<file path="src/rtl/multdiv_sequencer.sv">
// Sequencer for the shared multiply/divide unit in the execute stage.
// It latches the operands, issues one start pulse, and stalls the pipeline
// until the unit is ready or the watchdog expires. It then presents a
// one-cycle result, with an exception override, to the XM latch.
module multdiv_sequencer #(
    parameter int unsigned MAX_CYCLES = 40
) (
    input  logic        clock,
    input  logic        reset,
    input  logic        issue_valid,
    input  logic        issue_is_div,
    input  logic [31:0] issue_A,
    input  logic [31:0] issue_B,
    input  logic [4:0]  issue_rd,
    input  logic        flush,
    input  logic        md_RDY,
    input  logic [31:0] md_result,
    input  logic        md_exception,
    output logic [31:0] md_A,
    output logic [31:0] md_B,
    output logic        ctrl_mult,
    output logic        ctrl_div,
    output logic        stall,
    output logic        busy,
    output logic        result_valid,
    output logic [31:0] result,
    output logic [4:0]  result_rd
);

    localparam int unsigned CntW = $clog2(MAX_CYCLES) + 1;

    typedef enum logic [1:0] {StIdle, StStart, StWait, StDone} state_e;

    state_e            state_q, state_d;
    logic [31:0]       a_q, b_q, res_q;
    logic              is_div_q, exc_q;
    logic [4:0]        rd_q;
    logic [CntW-1:0]   cnt_q;

    logic accept;
    logic wait_live;
    logic timeout;

    assign accept    = (state_q == StIdle) && issue_valid && !flush;
    // A flush in WAIT wins over a ready or a timeout arriving in the same cycle.
    assign wait_live = (state_q == StWait) && !flush;
    assign timeout   = (cnt_q == CntW'(MAX_CYCLES - 1));

    assign md_A = a_q;
    assign md_B = b_q;

    // State register.
    always_ff @(posedge clock or negedge reset) begin
        if (!reset) begin
            state_q <= StIdle;
        end else begin
            state_q <= state_d;
        end
    end

    // Operand latch, watchdog counter and result capture.
    always_ff @(posedge clock or negedge reset) begin
        if (!reset) begin
            a_q      <= '0;
            b_q      <= '0;
            is_div_q <= 1'b0;
            rd_q     <= '0;
            cnt_q    <= '0;
            res_q    <= '0;
            exc_q    <= 1'b0;
        end else begin
            if (accept) begin
                a_q      <= issue_A;
                b_q      <= issue_B;
                is_div_q <= issue_is_div;
                rd_q     <= issue_rd;
            end
            if (state_q == StStart) begin
                cnt_q <= '0;
            end else if (state_q == StWait) begin
                cnt_q <= cnt_q + CntW'(1);
            end
            if (wait_live) begin
                if (md_RDY) begin
                    res_q <= md_result;
                    exc_q <= md_exception;
                end else if (timeout) begin
                    res_q <= '0;
                    exc_q <= 1'b1;
                end
            end
        end
    end

    // Next-state logic.
    always_comb begin
        state_d = state_q;
        case (state_q)
            StIdle:  if (accept) state_d = StStart;
            StStart: state_d = flush ? StIdle : StWait;
            StWait: begin
                if (flush) begin
                    state_d = StIdle;
                end else if (md_RDY || timeout) begin
                    state_d = StDone;
                end
            end
            StDone:  state_d = StIdle;
            default: state_d = StIdle;
        endcase
    end

    // Outputs decoded from the current state.
    always_comb begin
        ctrl_mult    = 1'b0;
        ctrl_div     = 1'b0;
        stall        = 1'b0;
        busy         = 1'b0;
        result_valid = 1'b0;
        result       = '0;
        result_rd    = '0;
        case (state_q)
            // Gated by reset so a held issue_valid cannot stall during reset.
            StIdle:  stall = accept && reset;
            StStart: begin
                stall     = 1'b1;
                busy      = 1'b1;
                ctrl_mult = !is_div_q;
                ctrl_div  = is_div_q;
            end
            StWait: begin
                stall = 1'b1;
                busy  = 1'b1;
            end
            StDone: begin
                busy         = 1'b1;
                result_valid = 1'b1;
                if (exc_q) begin
                    result_rd = 5'd30;
                    result    = is_div_q ? 32'd2 : 32'd1;
                end else begin
                    result_rd = rd_q;
                    result    = res_q;
                end
            end
            default: ;
        endcase
    end

endmodule

</file>
<file path="config.mk">
export PLATFORM = sky130hd
export DESIGN_NAME = multdiv_sequencer
export DESIGN_NICKNAME = d
export VERILOG_FILES = /design/src/rtl/multdiv_sequencer.sv
export SDC_FILE = /design/constraint.sdc
export NUM_CORES = 1
export LEC_CHECK = 0
export CAP_MARGIN = 15
export CELL_PAD_IN_SITES_DETAIL_PLACEMENT = 0
export CELL_PAD_IN_SITES_GLOBAL_PLACEMENT = 2
export CORE_ASPECT_RATIO = 0.6
export CORE_MARGIN = 8
export CORE_UTILIZATION = 30
export DETAILED_ROUTE_END_ITERATION = 6
export PLACE_DENSITY_LB_ADDON = 0.1
export SLEW_MARGIN = 30
export SYNTH_ARGS = -nofsm -noshare
export SYNTH_HDL_FRONTEND = slang
export SYNTH_SLANG_ARGS = --single-unit
</file>
<file path="constraint.sdc">
create_clock -name clock -period 3.45 [get_ports clock]
set_clock_uncertainty 0.05 [all_clocks]
set_input_delay 1.035 -clock clock [delete_from_list [all_inputs] [get_ports clock]]
set_output_delay 1.035 -clock clock [all_outputs]
set_load 0.1 [all_outputs]
</file>
==> metrics.cfg <==
[detailed_routing]
first_iter_violations=223
drc=0
wirelength_mm=15.5
antenna_left=0
avgViaCountPerCell=4.48
dr.pass1.iters=4
wire_per_inst_um=18.0
vias=3861

[status]
outcome=completed

[cells_and_area]
final_common_cell=dfrtp_1
num-fill-cells=1621
area_growth_pct=50.2
drive_gt1_share_pct=34.2
final_cell_mix=dfrtp_1, clkdlybuf4s50_1, buf_4, mux2_4
insertedDiodeCount=0
nNetsFinal=732
postLayoutCellArea_um2=8070

[clock_tree]
h-tree-depth=3
cts-root-buf=clkbuf_16
clock_sinks=112
cts_resized=0
hold_buffers=0
clock_latency_ns=0.34
cts_buffers=9
cts_tree=built
clk_pin_slew_ns=0.08
cts_buffer_depth=2
cts_setup_buffers=0

[timing]
hold_viol=0
timing.slew.headroom_pct=46.1
rsz0062_at_grt=false
timing.fmax_mhz=304
period_needed_ns=3.29
fin_setup_tns_ns=0
maxSlewViolCount=0
setup_viol=0
layout_worst_path_cycle_share_pct=95.3
worst_pin_slew_ns=0.807

[global_route]
grt_overflow=0
grt_usage_pct=13.4
antenna_found_initial=0
grt_max_degree=80
grt_pass1_wl_mm=24.3
grt_pass1_vias=4066

[synth]
ys_ff_latch=112
synth_fa_ha_area_share_pct=1.40
seq_area_frac_synth_pct=52.2
synth_cell_types=43
synth_top_family_by_area=multiplexers
syn_inst=410
synth_edf_count=0
synthSimpleGateAreaFrac_pct=9.90
ys.flop_type=dfrtp_1
synth.cell_area_um2=5370
synth_compound_area_share_pct=10.2
muxShareOfSynthArea_pct=20.5
async_flop_share_pct=100
yosysWarnings=0
syn_avg_cell_area_um2=13.1
synth-xor-area-share_pct=0.163
syn_nets=524

[setup_path]
critPathKind=in -> out
crit_chain=clkdlybuf4s50_1 -> nor2b_4 -> a31oi_1 -> nor2_2 -> buf_12
startpoint_type=input port
reg2regPathDepth=5
worstPathRequired_ns=2.36
regToRegStartpoint=state_q[1]
worst_r2r_endpoint=cnt_q[5]
crit_path_end=stall
cp_max_fo=6
crit_family=buffers and inverters
path_depth=5
cp.arrival_ns=2.20
crit_buf_inv=2
reg2reg_slack_ns=1.45
cp_slowest_cell=clkdlybuf4s50_1
startpoint=flush
max_stage_delay_ns=0.55
endpoint_kind=primary output

[floorplan]
die_x_um=189
dieArea_um2=22600
io_pins=214
start_util_pct=30.2
coreArea_um2=17800
fp.dieH_um=120
rows=38

[place]
place_hpwl_mm=11.4
place_area_um2=7790
io_buffers=213
gp_congestion=0.757

[run]
drv_cap=0

[hold_path]
hp-class=reg -> reg

## cell type report
cell class | instances | area [µm²] | area share, %
inverters | 9 | 33.8 | 0.419
well taps | 240 | 300 | 3.72
multi-input cells | 262 | 2280 | 28.2
flip-flops and latches | 112 | 2800 | 34.7
clock inverters | 6 | 53.8 | 0.667
repair buffers | 224 | 2380 | 29.4
clock buffers | 9 | 225 | 2.79
## registers in the layout (all words and copies together) (netlist names)
name	cells
cnt_q	7
exc_q	1
is_div_q	1
md_A	32
md_B	32
rd_q	5
res_q	32
state_q	2
## worst reg2reg max path, delay by kind of cell, from the launching register on
kind	cells	cell delay (ns)
flops	1	0.44
fa+ha+maj	1	0.56
buf+inv	1	0.11
compound gates	1	0.15
simple gates	2	0.60
## cell families after synthesis
kind of cell    count (synthesis)
xor+xnor                        1
mux                            75
compound gates                 85
flops                         112
fa+ha+maj                       6
buf+inv                        36
simple gates                   95
## cells in the mapped netlist (4+ instances only)
master / n / area [µm²]
o21ai_1: 23 / 115
dfrtp_1: 112 / 2800
buf_2: 6 / 30.0
o21ai_0: 11 / 55.1
a22oi_1: 33 / 248
clkbuf_1: 8 / 30.0
o21a_1: 4 / 30.0
and2_1: 33 / 206
buf_6: 6 / 67.6
inv_1: 9 / 33.8
nor2_1: 4 / 15.0
ha_1: 6 / 75.1
mux2_4: 70 / 1050
nand2_1: 34 / 128
nor2b_1: 5 / 31.3
buf_12: 7 / 140
## how the worst min path moves through the flow
| stage | startpoint | to | slack (ns) | cells past startpoint |
|---|---|---|---|---|
| 2_1_floorplan | rd_q[0] | rd_q[0] | 0.42 | 1 |
| 3_3_place_gp | rd_q[0] | rd_q[0] | 0.44 | 1 |
| 3_5_place_dp | md_B[18] | md_B[18] | 0.44 | 1 |
| 4_1_cts | md_A[11] | md_A[11] | 0.47 | 1 |
| 5_1_grt | md_A[2] | md_A[2] | 0.48 | 1 |
| 6_report | md_B[18] | md_B[18] | 0.46 | 1 |
## layer usage
metal  wire length, µm  vias up  part of all wire [%]  GRT usage (%)
met1              7310     1904                    47           18.0
li1                  -     1856                     -              -
met5                 0        -                     0              0
met2              7360       94                    47           21.2
met3               776        7                   5.0           4.17
met4                98        0                  0.63           2.63
## per-stage QoR
stage | utilization, % | hold WS (ns) | setup slack, ns | cells
6_report | 45.4 | 0.462 | 0.162 | 862
5_1_grt | 45.4 | 0.482 | 0.0774 | 862
4_1_cts | 45.4 | 0.467 | 0.156 | 862
3_5_place_dp | 43.8 | 0.445 | 0.175 | 847
3_3_place_gp | 43.8 | 0.442 | 0.163 | 847
2_1_floorplan | - | 0.423 | 0.0810 | 410
Power is left out: the tool's default activity adds up to more than one toggle a clock period on the data nets, which glitch-free logic cannot reach.
